### src/rtl/mem_port_arbiter_pkg.sv
// mem_port_arbiter_pkg: shared types and defaults for the fetch/data RAM arbiter
package mem_port_arbiter_pkg;
    localparam int MEM_AW_DEF     = 12;
    localparam int STARVE_MAX_DEF = 3;
    typedef enum logic [1:0] {
        OWN_NONE = 2'd0,
        OWN_IF   = 2'd1,
        OWN_D    = 2'd2
    } owner_t;
endpackage

### src/rtl/mem_port_arbiter_starve_cnt.sv
// mem_port_arbiter_starve_cnt: saturating count of consecutive denied fetch cycles
module mem_port_arbiter_starve_cnt #(
    parameter int MAX = 3
) (
    input  logic clk,
    input  logic rst,
    input  logic i_inc,
    input  logic i_clr,
    output logic o_sat
);
    logic [3:0] r_cnt;
    always_ff @(posedge clk) begin
        if (rst || i_clr) r_cnt <= '0;
        else if (i_inc && !o_sat) r_cnt <= r_cnt + 4'd1;
    end
    assign o_sat = r_cnt == 4'(MAX);
endmodule

### src/rtl/mem_port_arbiter.sv
// mem_port_arbiter: data-priority share of one sync RAM between fetch and load/store ports
module mem_port_arbiter
    import mem_port_arbiter_pkg::*;
#(
    parameter int MEM_AW     = MEM_AW_DEF,
    parameter int STARVE_MAX = STARVE_MAX_DEF
) (
    input  logic              clk,
    input  logic              rst,
    input  logic              if_req,
    input  logic [31:0]       if_addr,
    output logic              if_gnt,
    output logic              if_rvalid,
    output logic [31:0]       if_rdata,
    input  logic              d_req,
    input  logic [31:0]       d_addr,
    input  logic [3:0]        d_wren,
    input  logic [31:0]       d_wrdata,
    output logic              d_gnt,
    output logic              d_rvalid,
    output logic [31:0]       d_rdata,
    output logic              mem_en,
    output logic [MEM_AW-1:0] mem_addr,
    output logic [3:0]        mem_wren,
    output logic [31:0]       mem_wrdata,
    input  logic [31:0]       mem_rdata
);
    owner_t r_owner;
    logic   w_sat;
    logic   w_unused;

    mem_port_arbiter_starve_cnt #(.MAX(STARVE_MAX)) u_starve (
        .clk   (clk),
        .rst   (rst),
        .i_inc (if_req && !if_gnt),
        .i_clr (if_gnt || !if_req),
        .o_sat (w_sat)
    );

    always_comb begin
        if_gnt     = !rst && if_req && (!d_req || w_sat);
        d_gnt      = !rst && d_req && !if_gnt;
        mem_en     = if_gnt || d_gnt;
        mem_addr   = if_gnt ? if_addr[MEM_AW+1:2] : d_gnt ? d_addr[MEM_AW+1:2] : '0;
        mem_wren   = d_gnt ? d_wren : 4'b0;
        mem_wrdata = d_wrdata;
    end

    always_ff @(posedge clk) begin
        if (rst) r_owner <= OWN_NONE;
        else r_owner <= if_gnt ? OWN_IF : (d_gnt && d_wren == 4'b0) ? OWN_D : OWN_NONE;
    end

    // Masking with rst drops a response whose grant preceded the reset cycle.
    always_comb begin
        if_rvalid = !rst && r_owner == OWN_IF;
        d_rvalid  = !rst && r_owner == OWN_D;
        if_rdata  = if_rvalid ? mem_rdata : 32'h0;
        d_rdata   = d_rvalid ? mem_rdata : 32'h0;
    end

    assign w_unused = &{1'b0, if_addr[31:MEM_AW+2], if_addr[1:0], d_addr[31:MEM_AW+2], d_addr[1:0]};
endmodule

### config.mk
export PLATFORM = sky130hd
export DESIGN_NAME = mem_port_arbiter
export DESIGN_NICKNAME = d
export VERILOG_FILES = /design/src/rtl/mem_port_arbiter_pkg.sv /design/src/rtl/mem_port_arbiter_starve_cnt.sv /design/src/rtl/mem_port_arbiter.sv
export SDC_FILE = /design/constraint.sdc
export NUM_CORES = 1
export LEC_CHECK = 0
export CORE_AREA = 2 2 98 100
export CTS_CLUSTER_DIAMETER = 120
export DETAILED_ROUTE_END_ITERATION = 8
export DIE_AREA = 0 0 100 102
export PLACE_DENSITY = 0.69
export SETUP_SLACK_MARGIN = 0.15
export SLEW_MARGIN = 20
export SYNTH_ARGS = -nofsm -noshare
export SYNTH_HDL_FRONTEND = slang
export SYNTH_SLANG_ARGS = --single-unit
### constraint.sdc
create_clock -name clk -period 1.8 [get_ports clk]
set_input_delay 0.27 -clock clk [delete_from_list [all_inputs] [get_ports clk]]
set_output_delay 0.27 -clock clk [all_outputs]
set_load 0.02 [all_outputs]
# Word-level counts from Yosys, hierarchy flattened
# Index checks and enable logic that the tools add are counted.
# totals
reg_bits	6
latchBits	0
mem_bits_rw	0
romBits	0
inputBits	136
output_inout_bits	117
wordCells	34
memories	0
# classes
n_addsub	1
n_mul	0
n_div	0
order_cmp	0
eq_ne	3
n_shift	0
muxes	7
n_bitwise	0
reduce_logical	20
# op_table
op	n
32-bit 2-to-1 mux	2
12-bit 2-to-1 mux	2
1-bit logical AND	9
1-bit zero test	5
4-bit by 1-bit adder with 4-bit output (second input constant)	1
4-bit by 2-bit == test with 1-bit output (second input constant)	1
4-bit zero test	1
1-bit logical OR	4
4-bit 2-to-1 mux	1
2-bit by 1-bit == test with 1-bit output (second input constant)	1
2-bit == test (second input constant)	1
2-bit 2-to-1 mux	1
2-bit OR reduction	1
1-bit 2-to-1 mux	1

# Longest topological paths before layout
# Gate-level depths: netlist of run 1.
# logic_depth
word_depth	8
depth_mapped	5

# Modules after synthesis
# Synthesis of run 1 repeated with hierarchy kept, for this count alone.
# hier_totals
cells_unflattened	158
hier_area_um2	1187.4
# by_module_without_submodules
module	n_inst	cells_per_inst	area_per_inst_um2
mem_port_arbiter	1	136	982.2
mem_port_arbiter_starve_cnt	1	22	205.2

# Least setup slack after synthesis of run 1
# Ideal clock, no wire load.
# synth_path
path_kind	flip-flop to output port
from	reg u_starve.r_cnt[0]
to	out mem_addr[10]
t_arrival_ns	1.542
setup_slack_ns	-0.012
stages_incl_launch_ff	6
path_buffers	1
cell_sequence	dfxtp_1 -> ha_1 -> or3b_4 -> a21boi_4 -> buf_6 -> a22o_2
# synth_via
elab_chain_cells	7
# synth_lines
element	line	source
from (decl)	mem_port_arbiter_starve_cnt.sv:11	logic [3:0] r_cnt;
from (signal assigned)	mem_port_arbiter_starve_cnt.sv:14	else if (i_inc && !o_sat) r_cnt <= r_cnt + 4'd1;
4-bit by 2-bit == test with 1-bit output (*)	mem_port_arbiter_starve_cnt.sv:16	assign o_sat = r_cnt == 4'(MAX);
1-bit logical OR (*)	mem_port_arbiter.sv:41	if_gnt = !rst && if_req && (!d_req || w_sat);
1-bit logical AND (*)	mem_port_arbiter.sv:41	
net if_gnt	mem_port_arbiter.sv:12	output logic if_gnt,
1-bit zero test	mem_port_arbiter.sv:42	d_gnt = !rst && d_req && !if_gnt;
1-bit logical AND	mem_port_arbiter.sv:42	
12-bit 2-to-1 mux	mem_port_arbiter.sv:44	mem_addr = if_gnt ? if_addr[MEM_AW+1:2] : d_gnt ? d_addr[MEM_AW+1:2] : '0;
12-bit 2-to-1 mux (*)	mem_port_arbiter.sv:44	
to (decl)	mem_port_arbiter.sv:23	output logic [MEM_AW-1:0] mem_addr,
# Mark *: on every way through the listed nets, which the timed path passes. The rest lies on a longest branch.

# Final worst setup path of run 1
# layout_path
from	reg u_starve.r_cnt[0]
to	out mem_addr[9]
# layout_via
elab_chain_cells	7
# layout_lines
element	line
4-bit by 2-bit == test with 1-bit output (*)	mem_port_arbiter_starve_cnt.sv:16
1-bit logical OR (*)	mem_port_arbiter.sv:41
1-bit logical AND (*)	mem_port_arbiter.sv:41
1-bit zero test	mem_port_arbiter.sv:42
1-bit logical AND	mem_port_arbiter.sv:42
12-bit 2-to-1 mux	mem_port_arbiter.sv:44
12-bit 2-to-1 mux (*)	mem_port_arbiter.sv:44
# Every way passes the cells marked *; elsewhere a longest branch is shown, timed or not.

==> results of run 1 <==
[synthesized netlist by cell type, drive strengths merged]
cell type  count  area share
and2          69        0.38
buf           34        0.23
a22o          12        0.11
clkbuf         6       0.020
dfxtp          6        0.11
nor2           6       0.020
a21boi         2       0.023
inv            2      0.0066
nor3b          2       0.013
a311oi         1       0.023
and2b          1      0.0066
and3           1      0.0055
ha             1       0.011
mux2i          1      0.0088
nand2          1      0.0033
nand3          1      0.0044
nand4          1      0.0055
nor4           1      0.0055
or3b           1      0.0099
xor2           1      0.0077
[kinds of logic (layout without fill, tap and decap cells)]
logic type | after synthesis | after routing | share of synthesized area
DFF | 6 | 6 | 0.1061
muxes | 1 | 1 | 0.008840
adders and majority gates | 1 | 1 | 0.01105
buffers and inverters | 42 | 191 | 0.2586
xor gates and xnor gates | 1 | 1 | 0.007736
and+or+nand+nor | 84 | 84 | 0.4552
AOI/OAI and AO/OA | 15 | 15 | 0.1525
[flip-flops by register name, summed over array words and instances, names as in the netlist]
name            cells
u_starve.r_cnt      4
r_owner             2
[metal layers]
layer / wire (um) / vias up / GRT usage / share of wire
met5: 0 / - / 0 / 0
met2: 3326 / 99 / 0.2058 / 0.55
li1: - / 761 / - / -
met4: 158 / 0 / 0.02950 / 0.026
met1: 2082 / 730 / 0.1060 / 0.34
met3: 487 / 15 / 0.02189 / 0.080
[where the power goes]
group	internal, mW	switching, mW	leakage [nW]
clock network	0.143	0.0540	0.0216
logic	0.305	0.168	1.53
registers	0.137	0.00206	0.0510
total	0.585	0.224	1.60
[worst register-to-register path, delay by kind of cell, from the launching register on]
kind	cells	cell delay, ns
AND/OR/NAND/NOR	1	0.11
AO/OA/AOI/OAI	1	0.24
adder cells (fa/ha/maj)	1	0.15
buffers and inverters	5	0.65
flip-flops	1	0.32
[what timing repair did]
item | in CTS | in global routing
pin swaps | 44 | 23
gates cloned | 5 | 4
setup buffers | 13 | 2
setup endpoints to repair | 85 | 85
resized for setup | 566 | 36
[worst max path at each step]
| stage | from | slack (ns) | depth (start not counted) | to |
|---|---|---|---|---|
| global route | u_starve.r_cnt[0]$_SDFFE_PP0P_ | -0.26 | 7 | mem_addr[9] |
| global placement | if_req | -0.54 | 6 | mem_addr[11] |
| finish | u_starve.r_cnt[0]$_SDFFE_PP0P_ | -0.22 | 7 | mem_addr[9] |
| floorplan | u_starve.r_cnt[1]$_SDFFE_PP0P_ | 0.12 | 5 | mem_addr[10] |
| detailed placement | if_req | -0.56 | 6 | mem_addr[11] |
| CTS | u_starve.r_cnt[0]$_SDFFE_PP0P_ | -0.25 | 7 | mem_addr[9] |
[area by class of cell]
type	instances	area, sq um	area share
timing repair buffer	186	2155	0.6185
multi-input combinational	102	1015	0.2913
tap	111	138.9	0.03987
sequential	6	126.4	0.03628
clock buffer	3	41.29	0.01185
inverter	2	7.507	0.002155
==> qor_table.md, run 1 <==
| Metric | This run |
|---|---|
| Run status | finished with violations |
| Violated checks | negative setup slack |
| Family with the most delay on the worst path | simple AND/OR/NAND/NOR gates |
| Endpoint of the most critical register-to-register path | r_owner[1]$_SDFF_PP0_ |
| Clock H-tree levels | 1 |
| Highest-count cells in the layout ignoring fill and taps | 91 x sky130_fd_sc_hd__buf_6, 68 x sky130_fd_sc_hd__and2_4, 61 x sky130_fd_sc_hd__clkdlybuf4s50_1 |
| Setup slack at placement | -0.5587 ns |
| Worst reg2reg setup slack | 0.26 ns |
| CTS Hold Buffers Added | 0 |
| Post-detailed-route via-to-cell ratio | 3.915 |
| Top-level I/O count | 253 |
| Final cell count without fillers | 410 |
| Total track usage | 0.1023 |
| Cell with the most instances on the worst path | sky130_fd_sc_hd__buf_6 |
| Number of placed cells counting well taps | 383 |
| Final setup violation count | 18 |
| Post-DP HPWL | 3.724 mm |
| Root Buffer | sky130_fd_sc_hd__clkbuf_8 |
| Leakage | 1.601 nW |
| Worst hold path startpoint | u_starve.r_cnt[0]$_SDFFE_PP0P_ |
| IO buf count | 148 |
| Drt first pass iters | 2 |
| Number of synthesis warnings | 0 |
| Share of the yosys chip area belonging to registers | 0.1061 |
| Net total in the final layout | 438 |
| Syn Nets | 287 |
| Ordered cell list for the critical path | ha_4 > or3b_4 > a21boi_4 > buf_6 > buf_16 > a22o_4 > buf_6 |
| Number of diodes added for antenna fixing | 0 |
| Mapped Avg Cell Area | 7.549 sq um |
| Combined buffer and inverter count along the critical path | 3 |
| Critical path data arrival time | 1.75 ns |
| Worst Tran Pin Value | 0.2565 ns |
| Finished Cell Area | 0.003483 sq mm |
| Number of synthesized register bits | 6 |
| Maximum fanout encountered on the critical timing path | 6 |
| RePlAce Congestion | 0.7816 |
| Initial detailed-routing violation count | 11 |
| Max Clk Rate | 0.4951 GHz |
| Starting Density | 0.1243 |
| Worst skew pair latency | 0.22 ns |
| Number of violations of the max-capacitance limit | 0 |
| DRT antenna net count | 0 |
| Final count of hold timing violations | 0 |
| Synthesis-to-finish area growth | 207.6% |
| Worst stage delay on the critical path | 0.40 ns |
| Buffer depth of the longest clock path | 2 |
| Slowest cell on the critical path | sky130_fd_sc_hd__or3b_4 |
| Via count of the first global-routing pass | 1667 |
| Total design power | 0.8091 mW |
| Number of cells produced by synthesis | 150 |
| Fraction of layout cells with a size suffix above 1 | 0.7291 |
| Height of the die | 102 um |
| Routed length per instance | 14.77 um |
| Clock period minus worst slack | 2.020 ns |
| Reg-to-reg critical path startpoint | u_starve.r_cnt[0]$_SDFFE_PP0P_ |
| Reg2reg path depth | 8 |
| Cell area after synthesis | 0.001132 sq mm |
| Hold depth | 2 |
| Total negative slack for setup checks | -2.917 ns |
| Number of unique standard cell types used by synthesis | 22 |
| Total number of placement rows | 35 |
| Clock tree from TritonCTS | built |
| Area of the die | 0.01020 sq mm |
| Antenna violations before repair | 0 |
| Aggregate global routing overflow | 0 |
| Clock transition at the registers of the reported paths | 0.04 ns |
| Number of buffers created by CTS | 3 |
| Largest vdd supply drop | 340.5 uV |
| Element type at the critical path end | primary output |
| Number of remaining DRC errors | 0 |
| Share of the cycle needed by the critical path after routing | 1.122 |
| Area of the core | 0.009109 sq mm |
| Hold path endpoint | u_starve.r_cnt[0]$_SDFFE_PP0P_ |
| Largest net degree at the start of global routing | 18 |
| Unrepaired setup endpoints after global routing | true |
| Worst path required time | 1.53 ns |
| Max-slew headroom at the worst pin | 0.8274 |
| Worst Slack Setup Final | -0.2197 ns |
| CTS Sinks | 6 |
| Startpoint types | flop |
| Critical Setup Path Class | flop to primary output |
| Fin Clk Skew | 0.003555 ns |
| Final-layout worst hold slack | 0.5240 ns |
| Total count of max-transition violations in the final report | 0 |
| Global-route wire length before repair | 8.300 mm |
| Aggregate routed wire length | 6.055 mm |
| Worst min-delay path category | flop to flop |
| Width of the die | 100 um |
| Commonest non-fill, non-tap cell in the layout | sky130_fd_sc_hd__buf_6 |
| Count of vias placed by the detailed router | 1605 |
| Share of the core filled with cells in the final layout | 0.3824 |
| Cell Area, Placed | 0.002715 sq mm |
| Count of fill cells added during filler insertion | 906 |
| Power per unit of standard cell area | 232.3 mW/mm^2 |
No activity file was read; power rests on OpenSTA's default activity.
==> run 2, diff against run 1 <==
PLACE_DENSITY = 0.66   (was 0.69)
clock period = 2.6 ns   (was 1.8 ns; I/O delays follow)
==> run 2 against run 1 <==
- the flow now finishes without violations
- via count is 12% lower
- core utilization is 10 points lower
- clock-buffer cell count stayed put
- sequential cell count stayed put
- total power is 44% lower
- clock skew is 0.0021 ns lower
- register-to-register slack better by 1.0 ns
- wire length is 29% lower
- worst hold slack worse by 0.074 ns
- highest routed layer unchanged
==> qor_table.md, run 2 (synthesis gave the netlist of run 1 again) <==
| Metric | This run | vs previous |
|---|---|---|
| Run status | complete, no violations |  |
| Width of the die | 100 um | unchanged |
| Aggregate global routing overflow | 0 | unchanged |
| Register name with the most flops | u_starve.r_cnt |  |
| Register cell area after layout | 120.1 sq um | -5.0% |
| Area of the multi-input gates | 729.5 sq um | -28% |
| Max-slew headroom at the worst pin | 0.8228 | -0.004653 |
| Highest-count cells in the layout ignoring fill and taps | 84 x sky130_fd_sc_hd__dlygate4sd2_1, 69 x sky130_fd_sc_hd__and2_1, 64 x sky130_fd_sc_hd__clkdlybuf4s50_1 |  |
| Leakage | 1.374 nW | -14% |
| Area of the die | 0.01020 sq mm | unchanged |
| Element type at the critical path end | primary output |  |
| Number of diodes added for antenna fixing | 0 | unchanged |
| Starting Density | 0.1243 | unchanged |
| Net total in the final layout | 409 | -6.6% |
| Total track usage | 0.07465 | -0.02768 |
| Drt first pass iters | 3 | +1 |
| Number of remaining DRC errors | 0 | unchanged |
| Largest net degree at the start of global routing | 34 | +16 |
| DRT antenna net count | 0 | unchanged |
| Count of vias placed by the detailed router | 1414 | -12% |
| Final setup violation count | 0 | -18 |
| Final cell count without fillers | 381 | -7.1% |
| Aggregate routed wire length | 4.323 mm | -29% |
| IO buf count | 148 | unchanged |
| Worst Slack Setup Final | 0.2605 ns | +0.4801 ns |
| Critical Setup Path Class | flop to primary output |  |
| Top-level I/O count | 253 | unchanged |
| Area of the core | 0.009109 sq mm | unchanged |
| Largest registers | u_starve.r_cnt: 4 flops, r_owner: 2 flops |  |
| Share of the cycle needed by the critical path after routing | 0.8998 |  |
| Routed length per instance | 11.35 um | -23% |
| Initial detailed-routing violation count | 6 | -5 |
| Clock period minus worst slack | 2.340 ns |  |
| Startpoint types | flop |  |
| Total number of placement rows | 35 | unchanged |
| Fraction of layout cells with a size suffix above 1 | 0.1074 | -0.6217 |
| Worst Tran Pin Value | 0.2669 ns | +0.01046 ns |
| Worst skew pair latency | 0.22 ns | about the same |
| Commonest non-fill, non-tap cell in the layout | sky130_fd_sc_hd__dlygate4sd2_1 |  |
| Synthesis-to-finish area growth | 123.5% |  |
| Number of placed cells counting well taps | 378 | -1.3% |
| Root Buffer | sky130_fd_sc_hd__clkbuf_8 |  |
| Final count of hold timing violations | 0 | unchanged |
| Antenna violations before repair | 0 | unchanged |
| Setup slack at placement | -0.02252 ns | +0.5361 ns |
| Unrepaired setup endpoints after global routing | false |  |
| Post-detailed-route via-to-cell ratio | 3.711 | -5.2% |
| Largest vdd supply drop | 335.6 uV | -1.4% |
| Fin Clk Skew | 0.001491 ns | -0.002064 ns |
| Worst path required time | 2.21 ns | +0.68 ns |
| Total count of max-transition violations in the final report | 0 | unchanged |
| Global-route wire length before repair | 6.203 mm | -25% |
| CTS Sinks | 6 | unchanged |
| Clock transition at the registers of the reported paths | 0.03 ns | about the same |
| Critical path data arrival time | 1.95 ns | +0.20 ns |
| Clock tree from TritonCTS | built |  |
| Count of fill cells added during filler insertion | 1060 | +17% |
| Number of violations of the max-capacitance limit | 0 | unchanged |
| Via count of the first global-routing pass | 1340 | -20% |
| Max Clk Rate | 0.4274 GHz |  |
| Post-DP HPWL | 3.711 mm | -0.33% |
| Worst min-delay path category | flop to flop |  |
| Power per unit of standard cell area | 178.9 mW/mm^2 | -23% |
| Number of flip-flops in the largest register | 4 | unchanged |
| Number of buffers created by CTS | 3 | unchanged |
| Maximum fanout encountered on the critical timing path | 13 | +7 |
| Clock H-tree levels | 1 | unchanged |
| Buffer depth of the longest clock path | 2 | unchanged |
| RePlAce Congestion | 0.7482 | -4.3% |
| Height of the die | 102 um | unchanged |
==> run 2: changes by cell type in the layout (fill, tap and decap cells not counted), sizes merged <==
cell,change
dlygate4sd2,+83
buf,-110
clkbuf,-5
clkdlybuf4s50,+3
==> run 2: metal layers <==
| metal | track usage | wire, um | up-vias |
|---|---|---|---|
| met5 | 0 | 0 | - |
| met1 | 0.06856 | 1343 | 599 |
| met2 | 0.1450 | 2230 | 101 |
| met4 | 0.03793 | 167 | 0 |
| met3 | 0.02668 | 581 | 18 |
| li1 | - | - | 696 |
==> run 2: final timing paths <==
| check | start | to | slack (ns) | cells after the start |
|---|---|---|---|---|
| worst max-delay path | u_starve.r_cnt[0]$_SDFFE_PP0P_ | mem_addr[7] | 0.26 | 6 |
| worst min-delay path | u_starve.r_cnt[0]$_SDFFE_PP0P_ | u_starve.r_cnt[0]$_SDFFE_PP0P_ | 0.45 | 1 |
| worst max register to register | u_starve.r_cnt[0]$_SDFFE_PP0P_ | r_owner[1]$_SDFF_PP0_ | 1.29 | 5 |
| worst min register to register | u_starve.r_cnt[0]$_SDFFE_PP0P_ | u_starve.r_cnt[0]$_SDFFE_PP0P_ | 0.45 | 1 |
==> run 2: worst max-delay path, cell delays in order, from the launching register on <==
cell and delay, ns:
sky130_fd_sc_hd__dfxtp_1 0.34, sky130_fd_sc_hd__ha_1 0.17, sky130_fd_sc_hd__or3b_4 0.41, sky130_fd_sc_hd__a21boi_4 0.18, sky130_fd_sc_hd__buf_12 0.14, sky130_fd_sc_hd__a22o_2 0.14
sky130_fd_sc_hd__dlygate4sd2_1 0.34
==> run 2: repair_timing <==
item / 4_1_cts / 5_1_grt
setup buffers: 0 / 0
hold endpoints to repair: 0 / 0
hold buffers: 0 / 0
setup endpoints to repair: 84 / 0
resized for setup: 84 / 0
==> run 2: cell type report <==
| class | instances | share of cell area |
|---|---|---|
| repair buffers | 157 | 0.5902 |
| inverters | 2 | 0.002966 |
| multi-input cells | 102 | 0.2882 |
| well taps | 111 | 0.05487 |
| clock buffers | 3 | 0.01631 |
| flip-flops and latches | 6 | 0.04745 |
==> run 2: where the power goes <==
part           leakage (nW)  switching (mW)  internal [mW]  total (mW)
combinational          1.30          0.0828          0.139       0.222
sequential           0.0487         0.00106         0.0943      0.0953
clock                0.0216          0.0362         0.0991       0.135
total                  1.37           0.120          0.333       0.453
==> run 2: through the flow <==
stage          hold slack, ns  TNS (ns)  power (mW)  cell area [sq um]    util
6_report               0.4500         0      0.4528               2531  0.2779
3_5_place_dp           0.4465   -0.1135      0.3408               2595  0.2849
5_1_grt                0.4639         0      0.4820               2531  0.2779
4_1_cts                0.4525         0      0.4617               2531  0.2779
3_3_place_gp           0.4322         0      0.3367               2595  0.2849
2_1_floorplan          0.4177         0      0.2430               1132       -
